===== src/rtl/fg_sram_arbiter.sv =====
// Foreground SRAM arbiter: fixed-latency pipeline reads with absolute priority,
// capture writes buffered in a FIFO and drained into SRAM cycles left free by reads.
module fg_sram_arbiter #(
  parameter int unsigned PRECISION    = 12,
  parameter int unsigned RESOLUTION_X = 1920,
  parameter int unsigned RESOLUTION_Y = 1080,
  parameter int unsigned ADDR_WIDTH   = 21,
  parameter int unsigned READ_LATENCY = 2,
  parameter int unsigned WFIFO_DEPTH  = 16
) (
  input  logic                           clk,
  input  logic                           rst,
  input  logic signed [PRECISION:0]      fg_pixel_request_x,
  input  logic signed [PRECISION:0]      fg_pixel_request_y,
  input  logic                           fg_pixel_request_active,
  output logic [15:0]                    fg_pixel_data,
  output logic                           fg_pixel_skip,
  input  logic                           wr_valid,
  output logic                           wr_ready,
  input  logic [PRECISION-1:0]           wr_x,
  input  logic [PRECISION-1:0]           wr_y,
  input  logic [15:0]                    wr_data,
  output logic [ADDR_WIDTH-1:0]          sram_addr,
  output logic                           sram_we,
  output logic [15:0]                    sram_wdata,
  input  logic [15:0]                    sram_rdata,
  output logic [$clog2(WFIFO_DEPTH):0]   wfifo_level,
  output logic [15:0]                    dropped_writes
);

  localparam int unsigned CW    = PRECISION + 1;
  localparam int unsigned PTR_W = $clog2(WFIFO_DEPTH);
  localparam int unsigned LVL_W = PTR_W + 1;

  localparam logic [ADDR_WIDTH-1:0] RES_X_A  = ADDR_WIDTH'(RESOLUTION_X);
  localparam logic [CW-1:0]         RES_X_C  = CW'(RESOLUTION_X);
  localparam logic [CW-1:0]         RES_Y_C  = CW'(RESOLUTION_Y);
  localparam logic [LVL_W-1:0]      FULL_LVL = LVL_W'(WFIFO_DEPTH);

  typedef struct packed {
    logic [ADDR_WIDTH-1:0] addr;
    logic [15:0]           data;
  } wentry_t;

  wentry_t              mem [WFIFO_DEPTH];
  wentry_t              head_c;
  logic [PTR_W-1:0]     rd_ptr;
  logic [PTR_W-1:0]     wr_ptr;
  logic [READ_LATENCY:0] tag;

  logic                  rd_hit_c;
  logic [ADDR_WIDTH-1:0] raddr_c;
  logic                  wr_in_range_c;
  logic [ADDR_WIDTH-1:0] waddr_c;
  logic                  push_c;
  logic                  store_c;
  logic                  pop_c;

  // Negative coordinates have the sign bit set; otherwise compare the magnitude.
  assign rd_hit_c = fg_pixel_request_active
                    && !fg_pixel_request_x[PRECISION] && !fg_pixel_request_y[PRECISION]
                    && ({1'b0, fg_pixel_request_x[PRECISION-1:0]} < RES_X_C)
                    && ({1'b0, fg_pixel_request_y[PRECISION-1:0]} < RES_Y_C);

  assign raddr_c = ADDR_WIDTH'(fg_pixel_request_y[PRECISION-1:0]) * RES_X_A
                 + ADDR_WIDTH'(fg_pixel_request_x[PRECISION-1:0]);

  assign wr_in_range_c = ({1'b0, wr_x} < RES_X_C) && ({1'b0, wr_y} < RES_Y_C);
  assign waddr_c       = ADDR_WIDTH'(wr_y) * RES_X_A + ADDR_WIDTH'(wr_x);

  assign wr_ready = (wfifo_level != FULL_LVL);
  assign push_c   = wr_valid && wr_ready;
  assign store_c  = push_c && wr_in_range_c;
  assign pop_c    = !rd_hit_c && (wfifo_level != '0);
  assign head_c   = mem[rd_ptr];

  // FIFO storage is not reset; occupancy alone defines which entries are live.
  always_ff @(posedge clk) begin
    if (store_c) begin
      mem[wr_ptr] <= '{addr: waddr_c, data: wr_data};
    end
  end

  always_ff @(posedge clk or posedge rst) begin
    if (rst) begin
      tag            <= '0;
      fg_pixel_data  <= '0;
      fg_pixel_skip  <= 1'b1;
      sram_addr      <= '0;
      sram_we        <= 1'b0;
      sram_wdata     <= '0;
      rd_ptr         <= '0;
      wr_ptr         <= '0;
      wfifo_level    <= '0;
      dropped_writes <= '0;
    end else begin
      // Every slot travels the same delay line, so responses keep request order.
      tag           <= {tag[READ_LATENCY-1:0], rd_hit_c};
      fg_pixel_skip <= !tag[READ_LATENCY];
      fg_pixel_data <= tag[READ_LATENCY] ? sram_rdata : 16'h0000;

      sram_we <= pop_c;
      if (pop_c) begin
        sram_addr  <= head_c.addr;
        sram_wdata <= head_c.data;
        rd_ptr     <= rd_ptr + PTR_W'(1);
      end else if (rd_hit_c) begin
        sram_addr <= raddr_c;
      end

      if (store_c) begin
        wr_ptr <= wr_ptr + PTR_W'(1);
      end

      if (store_c && !pop_c) begin
        wfifo_level <= wfifo_level + LVL_W'(1);
      end else if (!store_c && pop_c) begin
        wfifo_level <= wfifo_level - LVL_W'(1);
      end

      if (push_c && !wr_in_range_c && (dropped_writes != 16'hFFFF)) begin
        dropped_writes <= dropped_writes + 16'd1;
      end
    end
  end

endmodule


===== config.mk =====
export PLATFORM = sky130hd
export DESIGN_NAME = fg_sram_arbiter
export DESIGN_NICKNAME = d
export VERILOG_FILES = /design/src/rtl/fg_sram_arbiter.sv
export SDC_FILE = /design/constraint.sdc
export NUM_CORES = 1
export LEC_CHECK = 0
export ABC_AREA = 0
export BUFFER_PORTS_ARGS = -buffer_cell sky130_fd_sc_hd__clkbuf_2
export CORE_ASPECT_RATIO = 0.75
export CORE_MARGIN = 10
export CORE_UTILIZATION = 65
export DETAILED_ROUTE_END_ITERATION = 8
export PLACE_DENSITY = 0.83
export SYNTH_ARGS = -nofsm -noshare
export SYNTH_HDL_FRONTEND = slang
export SYNTH_SLANG_ARGS = --single-unit

===== constraint.sdc =====
create_clock -name clk -period 12.35 [get_ports clk]
set_input_delay 1.8525 -clock clk [delete_from_list [all_inputs] [get_ports clk]]
set_output_delay 1.8525 -clock clk [all_outputs]
set_load 0.01 [all_outputs]

; ---- Word level (Yosys, flattened, before mapping)
; Memories as Yosys holds them, arrays and structs flattened.
; Cells that the tools add are included.
[word_totals]
regBits = 87
ram_bits = 592
input_bits = 86
out_inout_bits = 77
word_cells = 55
memories = 1
[classes]
n_addsub = 7
n_mul = 2
magnitude_cmp = 4
n_eq_ne = 2
n_mux = 7
reduce_logical = 22
[mem_list]
columns = memory, depth, width, read_ports, rd_ports_with_merged_regs, write_ports, line_no
row1 = mem, 16, 37, 1, 0, 1, 45  ; wentry_t mem [WFIFO_DEPTH];
[op_table]
columns = operator, count
row1 = $lt A12 B11 Y1 const B, 4
row2 = $add A21 B12 Y21, 2
row3 = $mux W21, 2
row4 = $mul A12 B4 Y14 const B, 2
row5 = $add A16 B1 Y16 const B, 1
row6 = $mux W16, 1
row7 = $ne A16 B16 Y1 const B, 1
row8 = $logic_and A1 B1 Y1, 12
row9 = $mux W5, 2
row10 = $add A4 B1 Y4 const B, 2
row11 = $logic_not A1 Y1, 7
row12 = $add A5 B1 Y5 const B, 1
row13 = $ne A5 B5 Y1 const B, 1
row14 = $reduce_bool A5 Y1, 1
row15 = $sub A5 B1 Y5 const B, 1
row16 = $reduce_bool A2 Y1, 2
row17 = $mux W1, 2

; ---- Longest topological paths before layout
; Gate-level depths: netlist of run 1.
[logic_depth]
ltp_word = 10
ltp_mapped = 17
depth_no_buf = 15

; ---- Least setup slack after synthesis of run 1
; OpenSTA, ideal clock, no wires.
[synth_path]
kind = input to register
from = input wr_y[6]
to = memory mem[3][0] in the netlist's numbering, enable pin
setup_ps = 477
arrival_ps = 5700
required_ps = 11873
slack_ps = 6173
path_stages = 8
path_buffers = 0
path_cell_list = inv_1 ha_1 and3_1 o21ai_0 a21boi_0 nor3_2 nand2_1 nor3_1
[synth_via]
elab_chain_cells = 5
[synth_rtl]
columns = item, line_no
row1 = from (decl), 21  ; input logic [PRECISION-1:0] wr_y,
row2 = $lt A12 B11 Y1, 68  ; assign wr_in_range_c = ({1'b0, wr_x} < RES_X_C) && ({1'b0, wr_y} < RES_Y_C);
row3 = $logic_and A1 B1 Y1, 68
row4 = $logic_and A1 B1 Y1, 73  ; assign store_c = push_c && wr_in_range_c;
row5 = net store_c, 56  ; logic store_c;
row6 = $mux W1, 79  ; if (store_c) begin
row7 = $mux W1 (implied by the code), 80  ; mem[wr_ptr] <= '{addr: waddr_c, data: wr_data};
row8 = to (decl), 45
; The timed path passes the listed nets, and every way through them passes these cells.

; ---- Worst setup path in the final report of run 1
[layout_path]
from = input wr_y[0]
to = memory mem[3][34] in the netlist's numbering (data pin)
[layout_via]
elab_chain_cells = 2
[layout_rtl]
columns = item, line_no
row1 = $mul A12 B4 Y14, 69  ; assign waddr_c = ADDR_WIDTH'(wr_y) * RES_X_A + ADDR_WIDTH'(wr_x);
row2 = $add A21 B12 Y21, 69
row3 = net waddr_c[18], 54  ; logic [ADDR_WIDTH-1:0] waddr_c;
; The timed path passes the listed nets, and every way through them passes these cells.

==> results.py, run 1 <==
metrics = {
    "outcome": {
        "status": "finished clean",
    },
    "timing": {
        "relSlewSlack_pct": 10.7,
        "layout_worst_path_cycle_share_pct": 50.8,
        "setup_viol_count_final": 0,
        "slew_viol_final": 0,
        "holdWs_ps": 344,
        "worst_slew_pin_slew_ps": 1340,
        "finalHoldViolCount": 0,
        "final.setup.tns_ps": 0,
        "finalCriticalPeriod_ps": 6270,
        "skew_ps": 30.7,
        "rsz0062_at_grt": "false",
        "fmax_mhz": 159,
    },
    "power": {
        "irDropWorstVdd_v": 0.000239,
        "leakage_uw": 0.0116,
        "powerDensity_nw_per_um2": 226,
    },
    "grt": {
        "grt_pass1_wl_mm": 109,
        "first_global_vias": 16715,
        "grt_max_degree": 126,
        "antenna_found_initial": 4,
        "track_usage_pct": 27.3,
        "gr-total-overflow": 0,
    },
    "setup_path": {
        "path_class": "in2reg",
        "r2r-start": "rd_ptr[1]",
        "worstSetupStartpoint": "wr_y[0]",
        "reg2reg_depth": 6,
        "worstReg2RegEnd": "sram_addr[15]",
        "r2r_slack_ps": 8370,
        "cp-endpoint": "mem[3][34]",
        "crit_path_start_kind": "input port",
        "worstPathMaxFanout": 16,
        "endpoint_kind": "register",
        "cp_data_arrival_time_ps": 6510,
        "required_ps": 12590,
    },
    "routing": {
        "vias": 15741,
        "viasPerCell": 6.67,
        "drc_errors": 0,
        "drt-pass1-iter-count": 5,
        "ant_nets": 0,
        "drt_iter0_drc": 1950,
        "wire_per_inst_um": 30.7,
        "wirelength_mm": 72.4,
    },
    "yosys": {
        "synth_edf_count": 592,
        "synth_most_common_cell": "edfxtp_1",
        "syn_nets": 1729,
        "synth.distinct_cells": 56,
        "synth_cells": 1538,
        "syn_avg_cell_area_um2": 18.8,
        "ys_seq_area_share_pct": 69.1,
        "ys_async_sr_fraction_pct": 12.8,
        "synth_seq_cells": 679,
        "yosys-top-cells-count": "edfxtp_1 (592), mux4_2 (177), nand2_1 (92)",
        "synth_ff_type": "edfxtp_1",
        "synth_top_cells_by_area": "edfxtp_1 (62%), mux4_2 (14%), dfrtp_1 (7.5%)",
        "synth_top_area_share_pct": 61.5,
        "yosysWarnings": 0,
        "synthesis.area_um2": 28900,
        "synth_area_leader_cell": "edfxtp_1",
    },
    "die": {
        "design.core.area_um2": 43600,
        "ios": 163,
        "initial_core_util_pct": 66.2,
        "dieArea_um2": 53400,
        "dieWidth_um": 263,
        "rows": 66,
        "fp.dieH_um": 203,
    },
    "clocking": {
        "cts_root_buf": "clkbuf_16",
        "cts_tree": "done",
        "cts.sinks": 679,
        "holdBufCountCts": 0,
        "cts_resized": 0,
        "cts_max_path_buffers": 3,
        "clock_latency_ps": 650,
        "numCtsBuffers": 61,
        "post-cts-setup-buffers": 0,
        "clk_pin_slew_ps": 60,
        "htree_levels": 2,
    },
    "run": {
        "max_cap_violations": 0,
    },
    "final_layout": {
        "drive_gt1_share_pct": 28.4,
        "synthToLayoutAreaGrowth_pct": 13.3,
        "nets": 1919,
    },
    "place": {
        "gp_congestion": 0.807,
        "port_buffers": 162,
        "dp_hpwl_mm": 37.5,
    },
    "hold_path": {
        "hold_class": "reg2reg",
    },
}
## power breakdown
group	total [µW]	switching [µW]	internal (µW)
Clock	2090	885	1200
Sequential	3050	209	2850
Combinational	2250	1240	1010
## layer usage
| metal | track usage, % | vias to the layer above | routed length [µm] |
|---|---|---|---|
| li1 | - | 6408 | - |
| met1 | 35.1 | 8066 | 25800 |
| met2 | 45.3 | 1068 | 36600 |
| met3 | 5.67 | 199 | 7210 |
| met4 | 10.9 | 0 | 2790 |
| met5 | 0 | - | 0 |
## worst max-delay path, cell delays in order
cell and delay (ps):
clkbuf_2 120, fa_1 610, fa_1 500, fa_1 520, a211oi_1 410, o21ai_0 160, a31oi_1 330, xnor2_1 240
nor3b_1 500, nand2_1 180, xnor2_1 1060
## logic make-up after synthesis
kind of cell    after synthesis  synth area share (%)
compound gates              132                  2.96
xor+xnor                     63                  1.91
fa+ha+maj                   105                  5.72
buf+inv                     140                  2.04
flops                       679                  69.1
mux                         199                  14.6
simple gates                220                  3.71
## how the worst min path moves through the flow
stage          startpoint  cells after the start  endpoint  slack, ps
5_1_grt            tag[0]                      0    tag[1]        360
2_1_floorplan      tag[0]                      0    tag[1]        330
6_report           tag[1]                      0    tag[2]        340
3_5_place_dp       tag[1]                      0    tag[2]        330
3_3_place_gp       tag[1]                      0    tag[2]        330
4_1_cts            tag[1]                      0    tag[2]        350
## layout by cell type (no fill, tap or decap), types with 19 or more instances in the layout
master | netlist | layout
nand2_1 | 92 | 92
edfxtp_1 | 592 | 592
buf_4 | 6 | 24
dfrtp_1 | 86 | 82
xnor2_1 | 42 | 40
a211oi_1 | 28 | 28
a21oi_1 | 32 | 31
clkbuf_16 | 0 | 61
mux4_2 | 177 | 177
ha_1 | 60 | 60
clkbuf_2 | 0 | 162
and2_1 | 19 | 19
mux2i_1 | 19 | 19
xor2_1 | 21 | 21
fa_1 | 45 | 45
inv_1 | 80 | 79
o21ai_0 | 25 | 25
## per-stage QoR
step / instance area, µm² / util (%) / worst slack, ps / power, µW / instances
after floorplan: 28900 / - / 6170 / 4610 / 1538
after global placement: 30500 / 69.9 / 6180 / 5140 / 2242
after detailed placement: 30500 / 69.9 / 5890 / 5240 / 2242
after CTS: 32700 / 75.0 / 6310 / 7380 / 2358
after global routing: 32700 / 75.0 / 5910 / 7670 / 2360
final: 32700 / 75.0 / 6080 / 7390 / 2360
## registers in the layout, indices dropped and copies added, names as in the netlist
name and flops:
sram_we 1, sram_wdata 16, wr_ptr 4, rd_ptr 4
tag 3, mem 592, wfifo_level 5, dropped_writes 16
fg_pixel_data 16, sram_addr 21, fg_pixel_skip 1
## cell type report
| class | instances | area (µm²) |
|---|---|---|
| clock buffer | 73 | 1620 |
| timing repair buffer | 187 | 1010 |
| antenna | 1 | 2.50 |
| fill | 2308 | 10900 |
| clock inverter | 43 | 602 |
| tap | 578 | 723 |
| sequential | 679 | 20000 |
| inverter | 80 | 303 |
| multi-input combinational | 719 | 8490 |
Note: power is estimated with default switching activity, not from simulation.
==> inputs of run 2 (changes only) <==
--- a/config.mk
+++ b/config.mk
@@ -5,13 +5,13 @@
 export SDC_FILE = /design/constraint.sdc
 export NUM_CORES = 1
 export LEC_CHECK = 0
-export ABC_AREA = 0
+export ABC_AREA = 1
 export BUFFER_PORTS_ARGS = -buffer_cell sky130_fd_sc_hd__clkbuf_2
 export CORE_ASPECT_RATIO = 0.75
 export CORE_MARGIN = 10
-export CORE_UTILIZATION = 65
+export CORE_UTILIZATION = 55
 export DETAILED_ROUTE_END_ITERATION = 8
-export PLACE_DENSITY = 0.83
+export PLACE_DENSITY = 0.75
 export SYNTH_ARGS = -nofsm -noshare
 export SYNTH_HDL_FRONTEND = slang
 export SYNTH_SLANG_ARGS = --single-unit
==> constraint.sdc (replaced) <==
create_clock -name clk -period 5.55 [get_ports clk]
set_input_delay 0.8325 -clock clk [delete_from_list [all_inputs] [get_ports clk]]
set_output_delay 0.8325 -clock clk [all_outputs]
set_load 0.01 [all_outputs]
==> run 2 against run 1 <==
  * Clock power up 100%
  * Area after synthesis up 3.1%
  * First-iteration DRC count up 20%
  * Register-to-register slack worse by 6500 ps
  * Wire length up 0.46%
  * Clock skew down 10 ps
  * Via count up 28%
  * Hold slack worse by 100 ps
  * Power up 130%
  * Cell area up 2.3%
  * Synthesized cell count up 59%
==> results.py, run 2 <==
metrics = {
    "yosys": {
        "ys_async_sr_fraction_pct": 12.8,
        "synth_cells": 2439,
        "syn_avg_cell_area_um2": 12.2,
        "synthesis.area_um2": 29800,
        "synth.distinct_cells": 50,
        "synth_ff_type": "edfxtp_1",
        "ys_seq_area_share_pct": 67.0,
        "synth_top_cells_by_area": "edfxtp_1 (60%), dfrtp_1 (7.2%), o21ai_0 (5.4%)",
        "synth_edf_count": 592,
        "syn_nets": 2630,
        "yosysWarnings": 0,
        "synth_most_common_cell": "edfxtp_1",
        "synth_area_leader_cell": "edfxtp_1",
        "synth_seq_cells": 679,
        "synth_top_area_share_pct": 59.7,
        "yosys-top-cells-count": "edfxtp_1 (592), nor2_1 (390), o21ai_0 (324)",
    },
    "clocking": {
        "post-cts-setup-buffers": 0,
        "cts_tree": "done",
        "clock_latency_ps": 600,
        "cts.sinks": 679,
        "numCtsBuffers": 66,
        "cts_max_path_buffers": 3,
        "holdBufCountCts": 0,
        "clk_pin_slew_ps": 60,
        "cts_resized": 0,
        "cts_root_buf": "clkbuf_16",
        "htree_levels": 3,
    },
    "run": {
        "max_cap_violations": 0,
    },
    "grt": {
        "antenna_found_initial": 1,
        "gr-total-overflow": 0,
        "grt_pass1_wl_mm": 112,
        "first_global_vias": 19680,
        "track_usage_pct": 22.2,
        "grt_max_degree": 194,
    },
    "place": {
        "dpl.cell_count": 3220,
        "dp_hpwl_mm": 41.4,
        "port_buffers": 162,
        "pre_cts_slack_ps": 245,
        "gp_congestion": 0.847,
    },
    "final_layout": {
        "regArea_um2": 20000,
        "largest_reg_flops": 592,
        "nets": 2767,
        "drive_gt1_share_pct": 12.9,
        "fin_cells": 3337,
        "largest_register": "mem",
        "synthToLayoutAreaGrowth_pct": 12.4,
        "largestRegisters": "mem x592, sram_addr x21",
        "multi_input_area_um2": 8750,
        "layout_common_cells": "edfxtp_1 (592), nor2_1 (373), o21ai_0 (324)",
        "nFillCells": 3859,
        "final_common_cell": "edfxtp_1",
    },
    "die": {
        "initial_core_util_pct": 55.9,
        "ios": 163,
        "fp.dieH_um": 221,
        "dieWidth_um": 289,
        "dieArea_um2": 63900,
        "design.core.area_um2": 53200,
        "rows": 73,
    },
    "timing": {
        "relSlewSlack_pct": 19.6,
        "skew_ps": 20.5,
        "setup_viol_count_final": 0,
        "layout_worst_path_cycle_share_pct": 85.7,
        "holdWs_ps": 242,
        "fmax_mhz": 210,
        "final.setup.worst_slack_ps": 795,
        "finalHoldViolCount": 0,
        "final.setup.tns_ps": 0,
        "rsz0062_at_grt": "false",
        "slew_viol_final": 0,
        "finalCriticalPeriod_ps": 4750,
        "worst_slew_pin_slew_ps": 1200,
    },
    "power": {
        "power_frac_seq_pct": 40.2,
        "powerDensity_nw_per_um2": 503,
        "p_int_uw": 10500,
        "switching_share_pct": 37.5,
        "combPwrFrac_pct": 34.5,
        "finalPower_uw": 16800,
        "irDropWorstVdd_v": 0.000313,
        "p_switching_uw": 6310,
        "leakage_uw": 0.0124,
        "p_clk_share_pct": 25.2,
    },
    "routing": {
        "viasPerCell": 6.03,
        "drc_errors": 0,
        "vias": 20127,
        "drt-pass1-iter-count": 5,
        "drt_iter0_drc": 2346,
        "ant_nets": 0,
        "wirelength_mm": 72.7,
        "wire_per_inst_um": 21.8,
    },
    "setup_path": {
        "endpoint_kind": "register",
        "crit_chain": "clkbuf_2 -> fa_1 -> fa_1 -> fa_1 -> xor2_1 -> ha_1 -> nand2_1 -> inv_1 -> nand4_1 -> nand3_1 -> nand2_1 -> nor2_1 -> nand3_1 -> nor3_2 -> xor2_1",
        "worstPathMaxFanout": 16,
        "crit_slowest_cell": "xor2_1",
        "r2r-start": "rd_ptr[1]",
        "cp_data_arrival_time_ps": 4980,
        "crit_path_start_kind": "input port",
        "cpPeakStageDelay_ps": 950,
        "worstSetupStartpoint": "wr_y[0]",
        "path_buf_inv": 2,
        "cpMostUsedCell": "fa_1",
        "required_ps": 5780,
        "path_class": "in2reg",
        "cp_top_family": "adder cells",
    },
    "hold_path": {
        "hold_class": "in2async",
    },
    "outcome": {
        "status": "finished clean",
    },
}
==> run 2: changes by cell type in the layout (fill, tap and decap cells not counted), sizes merged, moves of 67 or more <==
| cell | change |
|---|---|
| o221ai | +72 |
| nand3 | +67 |
| nand2 | +115 |
| nor2 | +368 |
| o21ai | +300 |
| mux4 | -177 |
| inv | +86 |
==> run 2: metal layers <==
layer	GRT usage, %	vias to the layer above	share of wire [%]	wire, µm
met5	0	-	0	0
met4	7.27	0	2.4	1730
met3	4.54	156	9.8	7150
met2	34.5	1067	46	33500
met1	30.9	9845	42	30300
li1	-	9059	-	-
==> run 2: logic make-up after synthesis <==
logic type	count (synthesis)	share of synthesized area (%)
XOR/XNOR	49	1.58
AND/OR/NAND/NOR	709	9.72
buffers and inverters	298	4.03
AO/OA/AOI/OAI	599	12.1
adder cells (fa/ha/maj)	105	5.55
flip-flops	679	67.0
==> run 2: final cells by class <==
type	count	share of cell area, %
flip-flops and latches	679	59.7
multi-input cells	1462	26.1
clock buffers	88	5.40
repair buffers	201	3.56
well taps	712	2.66
inverters	166	1.89
clock inverters	28	0.647
diodes	1	0.00748
==> run 2: worst register-to-register path: stages (launching register included) <==
cell      delay [ps]
dfrtp_4          990
clkinv_2        1060
buf_4            560
o21ai_0          110
o22ai_1          100
o211ai_1         270
nand3_1          170
o21ai_0          160
o21ai_0          110
==> run 2: final timing paths <==
path	slack (ps)	cells after the start	endpoint
worst min register to register	350	0	tag[2]
worst min-delay path	240	2	sram_wdata[11]
min in group clk	350	0	tag[2]
worst max-delay path	800	15	mem[7][34]
worst max register to register	1900	8	sram_addr[2]
max in group asynchronous	4090	3	rd_ptr[1]
==> run 2: power by group through the flow <==
stage | combinational, µW | sequential [µW] | clock [µW]
6_report | 5810 | 6770 | 4250
5_1_grt | 6400 | 6810 | 4480
4_1_cts | 5760 | 6760 | 4270
3_5_place_dp | 5710 | 6860 | 0
3_3_place_gp | 5460 | 6840 | 0
2_1_floorplan | 3960 | 6670 | 0
==> run 2: per-stage QoR <==
stage / area, µm² / utilization (%)
final: 33500 / 62.8
after CTS: 33500 / 62.8
after detailed placement: 31400 / 59.0
after floorplan: 29800 / -
after global placement: 31400 / 59.0
after global routing: 33500 / 62.8
==> inputs of run 3 (changes only) <==
--- a/config.mk
+++ b/config.mk
@@ -5,7 +5,6 @@
 export SDC_FILE = /design/constraint.sdc
 export NUM_CORES = 1
 export LEC_CHECK = 0
-export ABC_AREA = 1
 export BUFFER_PORTS_ARGS = -buffer_cell sky130_fd_sc_hd__clkbuf_2
 export CORE_ASPECT_RATIO = 0.75
 export CORE_MARGIN = 10
==> run 3 against run 2 <==
  * Hold slack gained 27 ps
  * Power shrank 5.1%
  * Via count shrank 25%
  * Combinational power decreased by 19%
  * Sequential share of layout area increased by 1.1 points
  * Global-route usage shrank 1.4 points
  * Utilization up 0.62 points
==> results.py, run 3 (synthesis gave the netlist of run 1 again) <==
metrics = {
    "power": {
        "irDropWorstVdd_v": 0.000331,
        "powerDensity_nw_per_um2": 486,
        "p_int_uw": 11100,
        "leakage_uw": 0.0116,
        "p_clk_share_pct": 27.3,
        "p_switching_uw": 4900,
        "combPwrFrac_pct": 29.3,
        "switching_share_pct": 30.6,
        "power_frac_seq_pct": 43.4,
    },
    "routing": {
        "viasPerCell": 6.00,
        "wire_per_inst_um": 25.5,
        "drt_iter0_drc": 1494,
        "ant_nets": 0,
        "wirelength_mm": 63.8,
        "drc_errors": 0,
        "drt-pass1-iter-count": 5,
        "vias": 15011,
    },
    "place": {
        "pre_cts_slack_ps": 194,
        "gp_congestion": 0.775,
        "port_buffers": 162,
        "dp_hpwl_mm": 36.7,
    },
    "die": {
        "design.core.area_um2": 51800,
        "dieArea_um2": 62200,
        "fp.dieH_um": 218,
        "initial_core_util_pct": 55.8,
        "ios": 163,
        "rows": 72,
        "dieWidth_um": 285,
    },
    "run": {
        "max_cap_violations": 0,
    },
    "grt": {
        "first_global_vias": 15387,
        "grt_pass1_wl_mm": 97.6,
        "antenna_found_initial": 2,
        "gr-total-overflow": 0,
        "track_usage_pct": 20.8,
        "grt_max_degree": 74,
    },
    "setup_path": {
        "cp_data_arrival_time_ps": 4980,
        "worstPathMaxFanout": 16,
        "required_ps": 5760,
        "crit_path_start_kind": "input port",
        "endpoint_kind": "register",
        "path_class": "in2reg",
    },
    "final_layout": {
        "layout_common_cells": "edfxtp_1 (592), mux4_2 (177), clkbuf_2 (162)",
        "synthToLayoutAreaGrowth_pct": 13.8,
        "largest_register": "mem",
        "drive_gt1_share_pct": 28.5,
        "largestRegisters": "mem x592, sram_addr x21",
        "largest_reg_flops": 592,
        "final_common_cell": "edfxtp_1",
        "nets": 1937,
    },
    "timing": {
        "final.setup.worst_slack_ps": 778,
        "slew_viol_final": 0,
        "finalCriticalPeriod_ps": 4770,
        "layout_worst_path_cycle_share_pct": 86.0,
        "rsz0062_at_grt": "false",
        "finalHoldViolCount": 0,
        "setup_viol_count_final": 0,
        "worst_slew_pin_slew_ps": 1170,
        "fmax_mhz": 210,
        "final.setup.tns_ps": 0,
        "relSlewSlack_pct": 21.8,
        "skew_ps": 24.8,
    },
    "clocking": {
        "post-cts-setup-buffers": 0,
        "cts_max_path_buffers": 3,
        "cts_root_buf": "clkbuf_16",
        "cts_resized": 0,
        "holdBufCountCts": 0,
        "clk_pin_slew_ps": 60,
        "cts_tree": "done",
        "clock_latency_ps": 600,
        "numCtsBuffers": 66,
        "cts.sinks": 679,
        "htree_levels": 3,
    },
    "outcome": {
        "status": "finished clean",
    },
    "hold_path": {
        "hold_class": "in2async",
    },
}
run 3: power groups by stage:
stage | Sequential, µW | Clock (µW) | Combinational, µW
floorplan | 6660 | 0 | 3610
global placement | 7020 | 0 | 4560
detailed placement | 7040 | 0 | 4680
CTS | 6940 | 4420 | 4730
global route | 7010 | 4640 | 5110
finish | 6930 | 4360 | 4680
run 3: layout make-up:
type	instances	area, µm²
multi-input combinational	719	8470
tap	703	880
clock buffer	83	1830
timing repair buffer	200	1130
clock inverter	35	270
sequential	679	20000
fill	3470	18900
antenna	3	7.51
inverter	80	303
run 3: worst paths after layout:
| path | start | endpoint | slack (ps) | cells past startpoint |
|---|---|---|---|---|
| hold reg to reg | tag[0] | tag[1] | 350 | 0 |
| setup reg to reg | wfifo_level[2] | wfifo_level[4] | 1600 | 12 |
| hold / removal | rst | dropped_writes[6] | 270 | 2 |
| max in group asynchronous | rst | fg_pixel_data[1] | 4060 | 3 |
| setup / recovery | wr_y[0] | mem[1][36] | 780 | 11 |
| min in group clk | tag[0] | tag[1] | 350 | 0 |
run 3: per-stage QoR:
step / utilization (%) / total power (µW) / cells / cell area [µm²] / hold WS (ps)
5_1_grt: 63.4 / 16800 / 2499 / 32900 / 289
6_report: 63.4 / 16000 / 2502 / 32900 / 269
4_1_cts: 63.4 / 16100 / 2499 / 32900 / 272
3_5_place_dp: 59.4 / 11700 / 2381 / 30800 / 336
2_1_floorplan: - / 10300 / 1538 / 28900 / 331
3_3_place_gp: 59.4 / 11600 / 2381 / 30800 / 335
run 3: critical path, stage by stage:
cell      delay, ps
clkbuf_2        120
fa_1            600
fa_1            480
fa_1            500
a211oi_1        350
o21ai_0         160
a31oi_1         310
xnor2_1         190
nor3b_1         330
nand4_1         180
xnor2_1         920
run 3: metal layers:
| layer | vias to the layer above | wire length, µm | global-route usage, % |
|---|---|---|---|
| li1 | 6442 | - | - |
| met1 | 7822 | 26300 | 28.7 |
| met2 | 642 | 31100 | 33.4 |
| met3 | 105 | 5110 | 4.48 |
| met4 | 0 | 1290 | 5.55 |
| met5 | - | 0 | 0 |
